## src/rtl/hex_scan_ctrl.sv

```systemverilog
// hex_scan_ctrl: time-multiplexed scan driver for multi-digit seven-segment
// displays sharing one segment bus. Each digit slot is BlankCycles of
// all-off (anti-ghosting) followed by TickDiv-BlankCycles drive cycles.
// Optional PWM dimming is enabled by defining HEX_SCAN_BRIGHTNESS_EN;
// without it the brightness port is ignored and segments stay lit for the
// whole drive window.
module hex_scan_ctrl #(
   parameter int unsigned NumDigits    = 4,
   parameter int unsigned TickDiv      = 1024,
   parameter int unsigned BlankCycles  = 16,
   parameter bit          SegActiveLow = 1'b1,
   parameter bit          AnActiveLow  = 1'b1
) (
   input  logic                   clk,
   input  logic                   rst_n,
   input  logic                   enable,
   input  logic [7*NumDigits-1:0] dig_in,
   input  logic [3:0]             brightness,
   output logic [6:0]             seg,
   output logic [NumDigits-1:0]   an,
   output logic [((NumDigits > 1) ? $clog2(NumDigits) : 1)-1:0] scan_idx,
   output logic                   frame_done
);

   localparam int unsigned IdxW     = (NumDigits > 1) ? $clog2(NumDigits) : 1;
   localparam int unsigned CntW     = $clog2(TickDiv);
   localparam int unsigned SnapW    = 7 * NumDigits;

   localparam logic [IdxW-1:0]      LastIdx    = IdxW'(NumDigits - 1);
   localparam logic [CntW-1:0]      LastCnt    = CntW'(TickDiv - 1);
   localparam logic [CntW-1:0]      BlankLast  = CntW'(BlankCycles - 1);
   localparam logic [6:0]           SegOff     = {7{SegActiveLow}};
   localparam logic [NumDigits-1:0] AnOff      = {NumDigits{AnActiveLow}};

`ifdef HEX_SCAN_BRIGHTNESS_EN
   localparam int unsigned DriveLen = TickDiv - BlankCycles;
   localparam int unsigned LitW     = $clog2(16 * TickDiv + 1) + 1;
`endif

   typedef enum logic [1:0] {
      IDLE  = 2'd0,
      BLANK = 2'd1,
      DRIVE = 2'd2
   } state_e;

   // A zero-length blank window means every slot opens directly in DRIVE.
   localparam state_e SlotStart = (BlankCycles == 0) ? DRIVE : BLANK;

   state_e           state_q, state_d;
   logic [CntW-1:0]  slot_cnt_q, slot_cnt_d;
   logic [IdxW-1:0]  scan_idx_q, scan_idx_d;
   logic [SnapW-1:0] dig_snap_q, dig_snap_d;
   logic [6:0]       seg_q, seg_d;
   logic [NumDigits-1:0] an_q, an_d;
   logic             frame_done_q, frame_done_d;

`ifdef HEX_SCAN_BRIGHTNESS_EN
   logic [3:0]       bright_snap_q, bright_snap_d;
`else
   logic             unused_brightness;
   assign unused_brightness = ^brightness;
`endif

   // Slot sequencing: state, slot counter, digit index and frame snapshot.
   always_comb begin
      state_d    = state_q;
      slot_cnt_d = slot_cnt_q;
      scan_idx_d = scan_idx_q;
      dig_snap_d = dig_snap_q;
`ifdef HEX_SCAN_BRIGHTNESS_EN
      bright_snap_d = bright_snap_q;
`endif
      if (!enable) begin
         state_d    = IDLE;
         slot_cnt_d = '0;
         scan_idx_d = '0;
      end else begin
         case (state_q)
            IDLE: begin
               state_d    = SlotStart;
               slot_cnt_d = '0;
               scan_idx_d = '0;
               dig_snap_d = dig_in;
`ifdef HEX_SCAN_BRIGHTNESS_EN
               bright_snap_d = brightness;
`endif
            end
            BLANK: begin
               slot_cnt_d = slot_cnt_q + CntW'(1);
               if (slot_cnt_q == BlankLast) begin
                  state_d = DRIVE;
               end
            end
            DRIVE: begin
               if (slot_cnt_q == LastCnt) begin
                  slot_cnt_d = '0;
                  state_d    = SlotStart;
                  if (scan_idx_q == LastIdx) begin
                     // Frame boundary: the only point the snapshot may change.
                     scan_idx_d = '0;
                     dig_snap_d = dig_in;
`ifdef HEX_SCAN_BRIGHTNESS_EN
                     bright_snap_d = brightness;
`endif
                  end else begin
                     scan_idx_d = scan_idx_q + IdxW'(1);
                  end
               end else begin
                  slot_cnt_d = slot_cnt_q + CntW'(1);
               end
            end
            default: begin
               state_d    = IDLE;
               slot_cnt_d = '0;
               scan_idx_d = '0;
            end
         endcase
      end
   end

   // Pin decode from next-state values so the pins come straight off flops.
   always_comb begin
      logic [6:0]           seg_on;
      logic [6:0]           seg_sel;
      logic [NumDigits-1:0] an_on;
      logic                 lit;
`ifdef HEX_SCAN_BRIGHTNESS_EN
      logic [CntW-1:0]      drive_idx;
      drive_idx = slot_cnt_d - CntW'(BlankCycles);
      lit = (LitW'(drive_idx) * LitW'(16)) <
            (LitW'(DriveLen) * (LitW'(bright_snap_d) + LitW'(1)));
`else
      lit = 1'b1;
`endif
      seg_on       = '0;
      seg_sel      = '0;
      an_on        = '0;
      frame_done_d = 1'b0;
      if (state_d == DRIVE) begin
         for (int unsigned i = 0; i < NumDigits; i++) begin
            if (scan_idx_d == IdxW'(i)) begin
               an_on[i] = 1'b1;
               seg_sel  = dig_snap_d[7*i +: 7];
            end
         end
         seg_on       = lit ? seg_sel : 7'h00;
         frame_done_d = (slot_cnt_d == LastCnt) && (scan_idx_d == LastIdx);
      end
      seg_d = SegActiveLow ? ~seg_on : seg_on;
      an_d  = AnActiveLow  ? ~an_on  : an_on;
   end

   // State and output registers, synchronous active-low reset.
   always_ff @(posedge clk) begin
      if (!rst_n) begin
         state_q      <= IDLE;
         slot_cnt_q   <= '0;
         scan_idx_q   <= '0;
         dig_snap_q   <= '0;
         seg_q        <= SegOff;
         an_q         <= AnOff;
         frame_done_q <= 1'b0;
`ifdef HEX_SCAN_BRIGHTNESS_EN
         bright_snap_q <= '0;
`endif
      end else begin
         state_q      <= state_d;
         slot_cnt_q   <= slot_cnt_d;
         scan_idx_q   <= scan_idx_d;
         dig_snap_q   <= dig_snap_d;
         seg_q        <= seg_d;
         an_q         <= an_d;
         frame_done_q <= frame_done_d;
`ifdef HEX_SCAN_BRIGHTNESS_EN
         bright_snap_q <= bright_snap_d;
`endif
      end
   end

   assign seg        = seg_q;
   assign an         = an_q;
   assign scan_idx   = scan_idx_q;
   assign frame_done = frame_done_q;

endmodule
```

## config.mk

```make
export PLATFORM = sky130hd
export DESIGN_NAME = hex_scan_ctrl
export DESIGN_NICKNAME = d
export VERILOG_FILES = /design/src/rtl/hex_scan_ctrl.sv
export SDC_FILE = /design/constraint.sdc
export NUM_CORES = 1
export LEC_CHECK = 0
export CORE_ASPECT_RATIO = 0.7
export CORE_MARGIN = 10
export CORE_UTILIZATION = 26
export DETAILED_ROUTE_END_ITERATION = 8
export PLACE_DENSITY = 0.56
export SLEW_MARGIN = 20
export SYNTH_ARGS = -nofsm -noshare
export SYNTH_HDL_FRONTEND = slang
export SYNTH_SLANG_ARGS = --single-unit
```

## constraint.sdc

```tcl
create_clock -name clk -period 2.2 [get_ports clk]
set_clock_uncertainty 0.05 [all_clocks]
set_input_delay 0.44 -clock clk [delete_from_list [all_inputs] [get_ports clk]]
set_output_delay 0.44 -clock clk [all_outputs]
set_load 0.01 [all_outputs]
```

* Word level (Yosys, flattened, before mapping) *
Index checks and enable logic that the tools add are counted.

storage, ports and cells
  register bits after elaboration = 54
  bits in latches = 0
  RAM bits = 0
  bits in read-only memories = 0
  input port bits = 35
  output and inout bits = 14
  logic and storage cells = 50
  memories = 0

operators by class
  $add $sub $neg = 2
  multiply operators = 0
  divide/modulo/power cells = 0
  order comparisons = 0
  equal/unequal tests = 10
  shift operators = 0
  mux-type cells = 25
  bitwise logic cells = 2
  reduce and logical (&&, ||, !) cells = 4

operators by type and width
  kind                                            number
  2-to-1 mux 28 bit                               3
  case mux 28 bit (2 select lines)                1
  2-to-1 mux 7 bit                                5
  == test 10 bit, second input constant           2
  2-to-1 mux 10 bit                               2
  case mux 10 bit (2 select lines)                1
  2-to-1 mux 2 bit                                6
  adder 10 x 1 -> 10 bit, second input constant   1
  == test 10 x 4 -> 1 bit, second input constant  1
  == test 2 bit, second input constant            5
  inverter 7 bit                                  1
  case mux 2 bit (3 select lines)                 1
  == test 2 x 1 -> 1 bit, second input constant   2
  logical NOT 2 bit                               2
  2-to-1 mux 1 bit                                4
  2-to-1 mux 4 bit                                1
  inverter 4 bit                                  1
  case mux 2 bit (2 select lines)                 1
  adder 2 x 1 -> 2 bit, second input constant     1
  AND reduction 2 bit                             1
  logical AND 1 bit                               1

* Logic depth before layout (Yosys ltp) *
  depth in word-level cells = 12
  gate-level depth with buffers = 9
  depth with buffers taken out = 7

* Least setup slack after synthesis *
Ideal clock, no wire load.

  kind = register -> register
  start = reg state_q[0]
  end = reg seg_q[0], in the netlist seg[0]
  setup time = 134 ps
  arrival time = 2,008 ps
  required time = 2,016 ps
  path slack = 8 ps
  cell stages (with the launch flop) = 9
  buffers on the path = 1
  period minus slack after synthesis = 2,192 ps
  path through = dfxtp_1 inv_1 ha_1 buf_2 a21boi_0 o21ai_0 nand4b_1 o32ai_1 o2111ai_1

between the ends
  cells in the longest elaborated chain, start to end = 10
  elaborated cells on any way between the ends = 22
  classes of those cells = 6 x eq/ne; 13 x mux; 1 x bitwise; 2 x reduce/logical

ends and longest elaborated chain
  item                                                            RTL line  text
  start, declared                                                 49        state_e state_q, state_d;
  start signal, assigned                                          167       state_q <= state_d;
  == test 2 bit / == test 2 x 1 -> 1 bit (equally long branches)  78        case (state_q)
  case mux 2 bit (2 select lines)                                 78
  2-to-1 mux 2 bit                                                73        if (!enable) begin
  logical NOT 2 bit                                               141       if (scan_idx_d == IdxW'(i)) begin
  2-to-1 mux 7 bit (4 in a row)                                   141
  2-to-1 mux 7 bit *                                              139       if (state_d == DRIVE) begin
  inverter 7 bit *                                                149       seg_d = SegActiveLow ? ~seg_on : seg_on;
  end signal, assigned                                            160       seg_q <= SegOff;
  end signal, assigned                                            171       seg_q <= seg_d;
  end, declared                                                   53        logic [6:0] seg_q, seg_d;

Every way passes the cells marked *; elsewhere a longest branch is shown, timed or not.
A chain may end at the register's enable or synchronous reset.

* Final worst setup path *
  start = reg state_q[0]
  end = reg seg_q[1], in the netlist seg[1]

The elaborated chain is that of the path after synthesis.

==> flow_summary.ini <==
[finish]
fillCellCount = 914
seqCellArea_sq_um = 1090
multi_input_area_sq_um = 1340
layout-drive-gt1-share = 0.271
design_area_sq_um = 3660
area_delta_synth_final_pct = 51.3
final_core_util = 0.403
fin_cells = 464
layout.nets = 380
insertedDiodeCount = 0

[timing]
rsz0062_at_grt = yes
hold_violations = 0
tightest_slew_ns = 0.436
setup_viol = 0
final.min_clock_period_ns = 2.16
max_freq_ghz = 0.463
post-route-period-util = 0.982
relSlewSlack = 0.706
slew_viol_final = 0

[synthesis]
post_synth.cell_area_avg_sq_um = 9.71
yosysSeqAreaShare = 0.447
synth_top_area_cell = dfxtp_1
async_reset_ff_frac = 0
synthTopCellsByArea = dfxtp_1 (45%), a22oi_1 (8.7%), nor2b_1 (7.2%)
synth-main-ff-cell = dfxtp_1
synth_cells = 249
synth.cell_area_sq_um = 2420
ys_ff_latch = 54
yosys_warnings = 0
synth_top_area_share = 0.447
synth_common_cells = dfxtp_1 (54), a22oi_1 (28), nor2b_1 (28)
synth_cell_type_count = 45
synth_edf_count = 0
synth.most_common_cell = dfxtp_1
syn_nets = 290

[global_routing]
antenna_found_initial = 0
grt_pass1_wl_mm = 11.0
grt_start_max_net_pins = 32
overflow = 0
grt.total_usage = 0.101
grt_pass1_vias = 2139

[power]
p_leak_nw = 1.32
p_total_mw = 2.04
vdd_ir_drop_max_mv = 0.291
powerDensity_nw_per_um2 = 559

[placement]
dp_hpwl_mm = 5.19
place_area_sq_um = 3340
gp_congestion = 0.818
numPortBuffers = 44
dp.cells = 450

[critical_path]
crit_type = reg2reg
cp_max_fo = 5
critPathArrivalTime_ns = 2.27
critPathLaunchType = flop
critPathCaptureType = flop
reg2reg_slack_ns = 0.04
required_ns = 2.31

[job]
maxCapViolCount = 0

[routing]
drc_errors = 0
wl_per_cell_um = 15.3
wirelength_mm = 7.08
firstDrtPassIters = 4
antenna_left = 0
viasPerCell = 4.65
vias = 2158
drt_iter0_markers = 139

[clock_network]
root_buffer = clkbuf_16
clock-sinks = 54
cts_made_buffers = 5
clkLatencyLatePin_ns = 0.29
clk_pin_slew_ns = 0.07
clockBufferDepth = 2
cts_tree = done
htreeDepth = 2

[floorplanning]
core_area_sq_um = 9070
die_area_sq_um = 13600
initial_core_util = 0.266
dieWidth_um = 135
fp-row-count = 29
ios = 49
die_h_um = 101

[worst_hold_path]
hp-class = reg2reg

[outcome]
status = finished clean
==> power breakdown <==
| part | switching [mW] | leakage, nW | internal (mW) |
|---|---|---|---|
| Sequential | 0.00943 | 0.442 | 1.01 |
| Clock | 0.341 | 0.0708 | 0.423 |
| Combinational | 0.114 | 0.803 | 0.148 |
==> critical path: stages, from the launching register on <==
cell and delay (ns):
dfxtp_2 0.33, inv_1 0.05, buf_4 0.13, ha_2 0.18
and3b_1 0.17, a41oi_2 0.21, buf_12 0.14, buf_6 0.12
a22oi_2 0.09, o32ai_1 0.29, buf_4 0.17, o2111ai_1 0.09
==> per-stage QoR <==
| stage | hold WS [ns] | setup WS, ns | setup TNS [ns] |
|---|---|---|---|
| 6_report | 0.477 | 0.0400 | 0 |
| 5_1_grt | 0.515 | -0.0406 | -0.128 |
| 4_1_cts | 0.485 | 0.0145 | 0 |
| 3_5_place_dp | 0.465 | -0.269 | -2.94 |
| 3_3_place_gp | 0.460 | -0.228 | -2.59 |
| 2_1_floorplan | 0.387 | 0.00777 | 0 |
==> layer usage <==
layer  global-route usage  routed length (um)  part of all wire
met3               0.0349                 516             0.073
met5                    0                   0                 0
met4               0.0404                  90             0.013
met2                0.132                2870              0.40
met1                0.146                3600              0.51
==> placed cells by master, fill, tap and decap left out, types with 2 or more instances in the layout <==
| cell | netlist | routed |
|---|---|---|
| o32ai_2 | 0 | 2 |
| and2_1 | 5 | 5 |
| xor2_1 | 3 | 3 |
| o2111ai_1 | 7 | 7 |
| clkbuf_16 | 0 | 5 |
| a22oi_2 | 0 | 10 |
| a22oi_1 | 28 | 18 |
| xnor2_1 | 6 | 6 |
| nand2_1 | 10 | 10 |
| buf_12 | 0 | 5 |
| o32ai_1 | 6 | 4 |
| inv_1 | 4 | 4 |
| and4_4 | 0 | 2 |
| ha_2 | 0 | 2 |
| dfxtp_1 | 54 | 50 |
| nor4_1 | 3 | 2 |
| and3_1 | 4 | 4 |
| ha_1 | 6 | 3 |
| nor2_1 | 17 | 17 |
| dfxtp_2 | 0 | 4 |
| clkdlybuf4s50_1 | 0 | 43 |
| nand3_1 | 20 | 20 |
| a31oi_1 | 2 | 2 |
| nand4_1 | 3 | 3 |
| nor2b_1 | 28 | 28 |
| buf_4 | 0 | 49 |
==> flip-flops by register name (all words and copies together), names as in the netlist <==
| signal | cells |
|---|---|
| frame_done | 1 |
| scan_idx | 2 |
| an | 4 |
| slot_cnt_q | 10 |
| state_q | 2 |
| dig_snap_q | 28 |
| seg | 7 |
==> path summary, 6_finish.rpt <==
| kind | start | cells past startpoint | end |
|---|---|---|---|
| hold reg to reg | dig_snap_q[1] | 2 | dig_snap_q[1] |
| setup reg to reg | state_q[0] | 11 | seg[1] |
| setup / recovery | state_q[0] | 11 | seg[1] |
| hold / removal | dig_snap_q[1] | 2 | dig_snap_q[1] |
==> final cells by class <==
class                           instances  area share
Inverter                                4     0.00411
Sequential cell                        54       0.297
Tap cell                              124      0.0424
Multi-Input combinational cell        175       0.365
Clock buffer                            6      0.0352
Clock inverter                          2     0.00376
Timing Repair Buffer                   99       0.252
==> cell families (layout without fill, tap and decap cells) <==
family	Yosys count	count (layout)	share of synthesized area
buf+inv	20	111	0.0430
xor+xnor	9	9	0.0326
flops	54	54	0.447
simple gates	102	102	0.241
compound gates	57	57	0.201
fa+ha+maj	6	6	0.0311
mux	1	1	0.00414
==> what timing repair did <==
action / 4_1_cts / 5_1_grt
buffers inserted: 0 / 6
endpoints found under the hold margin: 0 / 0
hold buffers: 0 / 0
endpoints found under the setup margin: 1 / 24
gates resized for setup: 1 / 30
pin swaps: 0 / 6
No activity file was read; power rests on OpenSTA's default activity.
